### src/rtl/tx_filt_pkg.sv
// Shared constants and types for the TX filter coefficient-table controller.
// Optional checksum feature is selected with TX_LUT_CKSUM_EN.
package tx_filt_pkg;

    localparam int COEF_W    = 18;
    localparam int NUM_TAPS  = 11;
    localparam int NUM_LVLS  = 8;
    localparam int LVL_W     = 3;
    localparam int TBL_DEPTH = NUM_LVLS * NUM_TAPS;
    localparam int CNT_W     = $clog2(TBL_DEPTH + 1);
    localparam int TAP_W     = $clog2(NUM_TAPS);
    localparam int CKSUM_W   = COEF_W + 8;

    typedef enum logic [1:0] {
        IDLE      = 2'd0,
        LOAD      = 2'd1,
        WAIT_SWAP = 2'd2
    } cfg_state_t;

    // Sign-extend one coefficient word to checksum width.
    function automatic logic signed [CKSUM_W-1:0] sext_coef(input logic signed [COEF_W-1:0] w);
        return {{(CKSUM_W-COEF_W){w[COEF_W-1]}}, w};
    endfunction

endpackage

### src/rtl/tx_lut_bank.sv
// One coefficient bank: NUM_LVLS x NUM_TAPS registers, single write port,
// NUM_TAPS parallel combinational read ports (tap t reads its own column).
module tx_lut_bank
    import tx_filt_pkg::*;
(
    input  logic                         clk,
    input  logic                         reset,
    input  logic                         we,
    input  logic [LVL_W-1:0]             wr_lvl,
    input  logic [TAP_W-1:0]             wr_tap,
    input  logic signed [COEF_W-1:0]     wr_data,
    input  logic [LVL_W*NUM_TAPS-1:0]    rd_lvl,
    output logic [COEF_W*NUM_TAPS-1:0]   rd_data
);

    logic [COEF_W-1:0] mem [NUM_LVLS][NUM_TAPS];

    // Table storage: cleared on reset, one entry written per accepted word.
    always_ff @(posedge clk) begin
        if (reset) begin
            for (int l = 0; l < NUM_LVLS; l++) begin
                for (int t = 0; t < NUM_TAPS; t++) begin
                    mem[l][t] <= {COEF_W{1'b0}};
                end
            end
        end else if (we) begin
            mem[wr_lvl][wr_tap] <= wr_data;
        end
    end

    for (genvar t = 0; t < NUM_TAPS; t++) begin : g_rd
        assign rd_data[t*COEF_W +: COEF_W] = mem[rd_lvl[t*LVL_W +: LVL_W]][t];
    end

endmodule

### src/rtl/tx_filt_lut_cfg.sv
// Double-buffered coefficient LUT controller for the TX matched filter.
// Define TX_LUT_CKSUM_EN to add the cfg_cksum port and checksum-gated swap.
module tx_filt_lut_cfg
    import tx_filt_pkg::*;
(
    input  logic                         clk,
    input  logic                         reset,
    input  logic                         cfg_start,
    input  logic                         cfg_valid,
    input  logic signed [COEF_W-1:0]     cfg_data,
`ifdef TX_LUT_CKSUM_EN
    input  logic signed [CKSUM_W-1:0]    cfg_cksum,
`endif
    output logic                         cfg_ready,
    input  logic                         sym_stb,
    input  logic [LVL_W*NUM_TAPS-1:0]    rd_lvl,
    output logic [COEF_W*NUM_TAPS-1:0]   rd_coef,
    output logic                         act_bank,
    output logic                         busy,
    output logic                         done,
    output logic                         err
);

    cfg_state_t          state;
    logic [CNT_W-1:0]    cnt;
    logic [LVL_W-1:0]    lvl_idx;
    logic [TAP_W-1:0]    tap_idx;
    logic                wr_en;
    logic                last_word;
    logic                cksum_ok;
    logic [COEF_W*NUM_TAPS-1:0] rd_bank0;
    logic [COEF_W*NUM_TAPS-1:0] rd_bank1;

    assign wr_en     = (state == LOAD) && cfg_valid && cfg_ready;
    assign last_word = wr_en && (cnt == CNT_W'(TBL_DEPTH - 1));

`ifdef TX_LUT_CKSUM_EN
    logic signed [CKSUM_W-1:0] cksum_sum;
    logic signed [CKSUM_W-1:0] sum_nxt;

    assign sum_nxt  = cksum_sum + sext_coef(cfg_data);
    assign cksum_ok = (sum_nxt == cfg_cksum);

    // Running sum of accepted words, restarted with each load.
    always_ff @(posedge clk) begin
        if (reset) begin
            cksum_sum <= {CKSUM_W{1'b0}};
        end else if ((state == IDLE) && cfg_start) begin
            cksum_sum <= {CKSUM_W{1'b0}};
        end else if (wr_en) begin
            cksum_sum <= sum_nxt;
        end
    end
`else
    assign cksum_ok = 1'b1;
`endif

    // Control FSM: load sequencing, bank select and status pulses.
    always_ff @(posedge clk) begin
        if (reset) begin
            state     <= IDLE;
            cnt       <= {CNT_W{1'b0}};
            lvl_idx   <= {LVL_W{1'b0}};
            tap_idx   <= {TAP_W{1'b0}};
            act_bank  <= 1'b0;
            cfg_ready <= 1'b0;
            busy      <= 1'b0;
            done      <= 1'b0;
            err       <= 1'b0;
        end else begin
            done <= 1'b0;
            err  <= 1'b0;
            case (state)
                IDLE: begin
                    if (cfg_start) begin
                        state     <= LOAD;
                        cnt       <= {CNT_W{1'b0}};
                        lvl_idx   <= {LVL_W{1'b0}};
                        tap_idx   <= {TAP_W{1'b0}};
                        busy      <= 1'b1;
                        cfg_ready <= 1'b1;
                    end
                end
                LOAD: begin
                    if (cfg_start) begin
                        err <= 1'b1;
                    end
                    if (wr_en) begin
                        cnt <= cnt + CNT_W'(1);
                        if (tap_idx == TAP_W'(NUM_TAPS - 1)) begin
                            tap_idx <= {TAP_W{1'b0}};
                            lvl_idx <= lvl_idx + LVL_W'(1);
                        end else begin
                            tap_idx <= tap_idx + TAP_W'(1);
                        end
                        if (last_word) begin
                            cfg_ready <= 1'b0;
                            if (cksum_ok) begin
                                state <= WAIT_SWAP;
                            end else begin
                                // Bad checksum: shadow bank is abandoned, active bank untouched.
                                state <= IDLE;
                                busy  <= 1'b0;
                                err   <= 1'b1;
                            end
                        end
                    end
                end
                WAIT_SWAP: begin
                    // A swap suppresses any simultaneous cfg_start error.
                    if (sym_stb) begin
                        act_bank <= ~act_bank;
                        done     <= 1'b1;
                        busy     <= 1'b0;
                        state    <= IDLE;
                    end else if (cfg_start) begin
                        err <= 1'b1;
                    end
                end
                default: begin
                    state     <= IDLE;
                    cfg_ready <= 1'b0;
                    busy      <= 1'b0;
                end
            endcase
        end
    end

    tx_lut_bank u_bank0 (
        .clk     (clk),
        .reset   (reset),
        .we      (wr_en & act_bank),
        .wr_lvl  (lvl_idx),
        .wr_tap  (tap_idx),
        .wr_data (cfg_data),
        .rd_lvl  (rd_lvl),
        .rd_data (rd_bank0)
    );

    tx_lut_bank u_bank1 (
        .clk     (clk),
        .reset   (reset),
        .we      (wr_en & ~act_bank),
        .wr_lvl  (lvl_idx),
        .wr_tap  (tap_idx),
        .wr_data (cfg_data),
        .rd_lvl  (rd_lvl),
        .rd_data (rd_bank1)
    );

    assign rd_coef = act_bank ? rd_bank1 : rd_bank0;

endmodule

### config.mk
export PLATFORM = sky130hd
export DESIGN_NAME = tx_filt_lut_cfg
export DESIGN_NICKNAME = d
export VERILOG_FILES = /design/src/rtl/tx_filt_pkg.sv /design/src/rtl/tx_lut_bank.sv /design/src/rtl/tx_filt_lut_cfg.sv
export SDC_FILE = /design/constraint.sdc
export NUM_CORES = 2
export LEC_CHECK = 0
export ABC_CLOCK_PERIOD_IN_PS = 3700
export CAP_MARGIN = 20
export CORE_AREA = 2 2 515 517
export DETAILED_ROUTE_END_ITERATION = 8
export DIE_AREA = 0 0 517 519
export PLACE_DENSITY = 0.78
export RECOVER_POWER = 50
export SYNTH_ARGS = -nofsm -noshare
export SYNTH_HDL_FRONTEND = slang
export SYNTH_SLANG_ARGS = --single-unit
### constraint.sdc
create_clock -name clk -period 3.7 [get_ports clk]
set_clock_uncertainty 0.2 [all_clocks]
set_input_delay 0.74 -clock clk [delete_from_list [all_inputs] [get_ports clk]]
set_output_delay 0.74 -clock clk [all_outputs]
set_load 0.1 [all_outputs]
# Yosys cells after proc, flatten, opt, wreduce, memory -nomap -nowiden
# Memories as Yosys holds them, arrays and structs flattened.
# Index checks and enable logic that the tools add are counted.
[op_classes] add_sub_neg=3 mul=0 n_div=0 order_cmp=2 n_eq_ne=9 n_shift=0 muxes=43 bitwise=6 n_reduce_logical=15
[op_table] cell="2-to-1 mux 198 bit" count=7
[op_table] cell="OR reduction 198 bit" count=2
[op_table] cell="demux 18 bit (select 4 bit)" count=1
[op_table] cell="2-to-1 mux 18 bit" count=1
[op_table] cell="2-to-1 mux 3 bit" count=5
[op_table] cell="2-to-1 mux 7 bit" count=2
[op_table] cell="case mux 7 bit (2 select lines)" count=1
[op_table] cell="2-to-1 mux 1 bit" count=13
[op_table] cell="2-to-1 mux 4 bit" count=3
[op_table] cell="AND reduction 4 bit" count=3
[op_table] cell="2-to-1 mux 2 bit" count=4
[op_table] cell="inequality test 2 bit (second input constant)" count=4
[op_table] cell="case mux 4 bit (2 select lines)" count=1
[op_table] cell="adder 7 x 1 -> 7 bit (second input constant)" count=1
[op_table] cell="equality test 7 bit (second input constant)" count=1
[op_table] cell="case mux 1 bit (3 select lines)" count=2
[op_table] cell="case mux 2 bit (3 select lines)" count=1
[op_table] cell="case mux 3 bit (2 select lines)" count=1
[op_table] cell="AND reduction 3 bit" count=2
[op_table] cell=">= comparator 5 bit (second input constant)" count=1
[op_table] cell="< comparator 5 x 1 -> 1 bit (second input constant)" count=1
[op_table] cell="NOT 4 -> 5 bit" count=1
[op_table] cell="adder 4 x 1 -> 4 bit (second input constant)" count=1
[op_table] cell="equality test 4 bit (second input constant)" count=1
[op_table] cell="other kinds (12)" count=18
[totals] ff_bits=21 latchBits=0 mem_bits_rw=3168 rom_bits=0 inputBits=56 output_inout_bits=203 wordCells=89 n_memories=2
[memory_table] name="u_bank0.mem" depth=8 word_bits=198 read_ports=11 rd_ports_with_merged_regs=0 write_ports=8 line="tx_lut_bank.sv:16" rtl="logic [COEF_W-1:0] mem [NUM_LVLS][NUM_TAPS];"
[memory_table] name="u_bank1.mem" depth=8 word_bits=198 read_ports=11 rd_ports_with_merged_regs=0 write_ports=8 line="tx_lut_bank.sv:16"

# Logic depth before layout (Yosys ltp)
[depth] depth_word=9 ltp_mapped=10 ltp_nobuf=6

# By module
# From an unflattened synthesis, not the netlist that was laid out.
[hier_totals] cells_unflattened=9761 hier_area_um2=149027.9
[modules_own_cells] mod="tx_lut_bank at u_bank1" n_inst=1 cells_per_inst=4703 area_each_um2=72789.8 seq_area_each_um2=47565.6
[modules_own_cells] mod="tx_lut_bank at u_bank0" n_inst=1 cells_per_inst=4703 area_each_um2=72762.3 seq_area_each_um2=47565.6
[modules_own_cells] mod="tx_filt_lut_cfg" n_inst=1 cells_per_inst=355 area_each_um2=3475.8 seq_area_each_um2=420.4

# Least setup slack after synthesis
# Ideal clock, no wire load.
[synth_path] path_kind="flip-flop to output port" startpoint="register act_bank" endpoint="output rd_coef[10]" t_arrival_ns=3.573 t_required_ns=2.760 slack_ns=-0.813 path_stages_with_launch=8 path_buffers=4 path_cell_list="dfxtp_1 > clkbuf_1 > clkbuf_1 > or2_2 > clkbuf_1 > buf_1 > o22ai_1 > nor2_1"
[synth_via] elab_chain_cells=1
[synth_rtl] element="start, declared" line="tx_filt_lut_cfg.sv:18" rtl="output logic act_bank,"
[synth_rtl] element="start signal, assigned" line="tx_filt_lut_cfg.sv:112" rtl="act_bank <= ~act_bank;"
[synth_rtl] element="2-to-1 mux 198 bit" line="tx_filt_lut_cfg.sv:151" rtl="assign rd_coef = act_bank ? rd_bank1 : rd_bank0;"
[synth_rtl] element="end, declared" line="tx_filt_lut_cfg.sv:17" rtl="output logic [COEF_W*NUM_TAPS-1:0] rd_coef,"
# No other way between the ends.

# Worst setup path in the final report
[layout_path] startpoint="register act_bank" endpoint="output rd_coef[18]"
# Same word-level chain as after synthesis.

==> metrics.md <==
| Metric | Value |
|---|---|
| Status | complete, but fails checks |
| Failing checks | max-capacitance violations, max-slew violations |
| Fraction of layout instances using a drive strength above 1 | between 20% and 30% |
| Final Critical Period | 3.70 ns |
| Final Cell Area | 0.166 mm² |
| Avg WL per Cell | 28.9 µm |
| Gate Count Post-Synth | 9139 |
| H-tree levels | 5 |
| Final design utilization | 63.0% |
| Reg-to-reg startpoint | state[1] |
| Peak supply drop | 0.524 mV |
| Worst hold path endpoint | u_bank1.mem[0][21] |
| Nets | 9477 |
| Hold Path Class | in2reg |
| 1st-iter DRT viols | 10402 |
| EDFF count, synth | 3168 |
| Worst slew margin relative to its limit | -17.0% |
| CTS Buffer Depth | 4 |
| WP buf/inv | 4 |
| Post-Syn Nets | a little over 9000 |
| DR DRC count | 0 |
| Leak | 59.7 nW |
| Critical path type | reg2out |
| Largest delay share family, worst path | buffers and inverters |
| Hpwl dp | 231 mm |
| Slowest cell on crit path | dfxtp_4 |
| DP Area | 0.155 mm² |
| Most frequent cell on the critical path | buf_12 |
| Max-cap violation count | 1 |
| P&R area growth vs syn | 15.5% |
| Worst R2R Path Depth | 8 |
| Gp weighted congestion | 0.855 |
| Worst hold margin | 0.0898 ns |
| Gr usage total | 28.2% |
| CTS tree | built |
| # rows | about 190 |
| Clk root buf | clkbuf_16 |
| Synth warn | 0 |
| Vias in the first global route | 82439 |
| Post-Syn Area per Cell | 15.7 µm² |
| Detailed-route via count | a little over 80000 |
| Hold-fix buffers at CTS | 0 |
| Starting Density | 54.5% |
| Flop2flop setup slack | 0.11 ns |
| Fmax | 271 MHz |
| Die X | 517 µm |
| Wire length of the first global-routing pass | 555 mm |
| Worst-margin pin slew | 1.76 ns |
| I/O Buffers | 258 |
| Worst path required time | between 2 and 3 ns |
| Vias per inst | 6.19 |
| Ys flop type | edfxtp_1 |
| Hold depth | 2 |
| Clk slew on worst S/H paths | 0.06 ns |
| CTS Buf Count | 340 |
| CP peak stage delay | between 0.4 and 0.5 ns |
| Die Ht | 519 µm |
| CP Capture Type | output pin |
| Post-synth top area cell | edfxtp_1 |
| Endpoints failing setup | 0 |
| Mapped Area | 0.144 mm² |
| Synth async-reset ratio | 0% |
| Hold Violations, Final | 0 |
| Final Slew Violations | 17 |
| Clk Latency, worst-skew pair | 0.95 ns |
| Hold Startpoint | cfg_data[3] |
| Startpoint Class | flip-flop |
| Grt total ovfl | 0 |
| Crit path from | act_bank |
| Reg-to-Reg End | u_bank1.mem[5][48] |
| Cell variety after synth | 53 |
| Worst-path maximum fanout | 18 |
| #FFs+latches synth | around 3200 |
| Drt first pass iters | 6 |
| Seq/Total Area, Yosys | ~67% |
| RSZ-0062 raised after global routing | yes |
| Antenna-violating nets left | 0 |
| Core area | ~0.26 mm² |
| Power density cells | 531 mW/mm² |
| Top cells by instance count after synthesis | and2_1, edfxtp_1, mux4_2 |
| Most frequent cell after synthesis | and2_1 |
| Largest net degree at the start of global routing | 162 |
| Die ar. | around 0.27 mm² |
| Share of the synthesized area in the top cell type | 66.2% |
| Num ports | 259 |
| Clk sinks | 3189 |
| Final Cycle Share | 99.9% |
| Worst Path Arrival | 2.76 ns |
| Initial antenna violation count | 17 |
| Dominant cells by area after synthesis | edfxtp_1, and2_1, mux4_2 |
| Routed WL | 381 mm |
| Cell Chain, Critical Path | buf_12 > buf_12 > nand2b_4 > buf_12 > o22ai_1 > nor2_2 > buf_12 |
-- layout by cell type (no fill, tap or decap), types with 45 or more instances in the layout --
cell / Yosys / routed
edfxtp_1: 3168 / 3168
and2_1: 3169 / 1822
and2_0: 1 / 1348
mux4_2: 792 / 792
clkbuf_16: 0 / 347
buf_12: 4 / 286
o22ai_1: 396 / 280
buf_4: 19 / 224
or2_2: 187 / 174
clkbuf_2: 0 / 151
nor2_1: 318 / 149
nor2_4: 0 / 138
o22ai_2: 0 / 108
clkbuf_1: 625 / 95
clkinv_1: 0 / 72
nor2_2: 31 / 66
nand2_1: 50 / 48
clkinv_2: 0 / 45
-- report_power, final --
| part | switching [mW] | internal (mW) |
|---|---|---|
| sequential | 0.438 | 40.8 |
| combinational | 9.73 | 4.88 |
| clock | 13.8 | 18.5 |
| total | 23.9 | 64.2 |
-- registers in the layout, indices dropped and copies added, names as in the netlist --
name         count
done             1
state            2
cnt              7
u_bank0.mem   1584
cfg_ready        1
lvl_idx          3
busy             1
tap_idx          4
act_bank         1
err              1
u_bank1.mem   1584
-- worst register-to-register path: cells and delay by family (launching register included) --
family / cells / cell delay [ns]
DFF: 1 / 0.37
and+or+nand+nor: 4 / 0.83
adders and majority gates: 1 / 0.19
buffers and inverters: 3 / 1.69
-- kinds of logic after synthesis --
group	count (synthesis)	share of synthesized area (%)
muxes	797	12.5
adders and majority gates	6	0.0523
xor gates and xnor gates	7	0.0427
AOI/OAI and AO/OA	420	1.83
and+or+nand+nor	3884	16.7
DFF	3189	66.5
buffers and inverters	836	2.38
-- stage by stage --
stage          worst slack, ns  power [mW]  setup TNS [ns]  cells
5_1_grt                -0.0815        90.1           -1.43  13182
3_5_place_dp            -0.190        56.0          -0.506  12572
6_report               0.00426        88.1               0  13189
4_1_cts                -0.0676        88.2          -0.417  13168
2_1_floorplan            0.197        50.3               0   9139
3_3_place_gp            -0.200        55.8          -0.495  12572
-- routing by layer --
| layer | vias up | GRT usage (%) | share of wire [%] |
|---|---|---|---|
| met3 | 724 | 5.56 | 10 |
| met4 | 6 | 9.01 | 3.3 |
| li1 | 34102 | - | - |
| met2 | 4600 | 45.2 | 49 |
| met1 | 42223 | 39.1 | 38 |
| met5 | - | 0 | 0.012 |
-- worst max path at each step --
stage | slack (ns) | to | cells past startpoint
after detailed placement | -0.19 | rd_coef[191] | 8
after global routing | -0.08 | rd_coef[32] | 8
after global placement | -0.20 | rd_coef[195] | 8
after CTS | -0.07 | rd_coef[20] | 6
after floorplan | 0.20 | rd_coef[125] | 6
final | 0.004 | rd_coef[18] | 7
-- cell type report --
type	count	area, µm²
Antenna cell	12	30.0
Clock buffer	406	8880
Clock inverter	165	1420
Fill cell	18016	97500
Inverter	8	30.0
Multi-Input combinational cell	5116	46600
Sequential cell	3189	95600
Tap cell	3533	4420
Timing Repair Buffer	760	8910
-- repair_timing --
action,4_1_cts,5_1_grt
pin swaps,25,7
resized for setup,168,59
setup buffers,23,7
cloned,2,3
hold endpoints to repair,0,0
setup endpoints to repair,176,82
No activity file was read; power rests on OpenSTA's default activity.
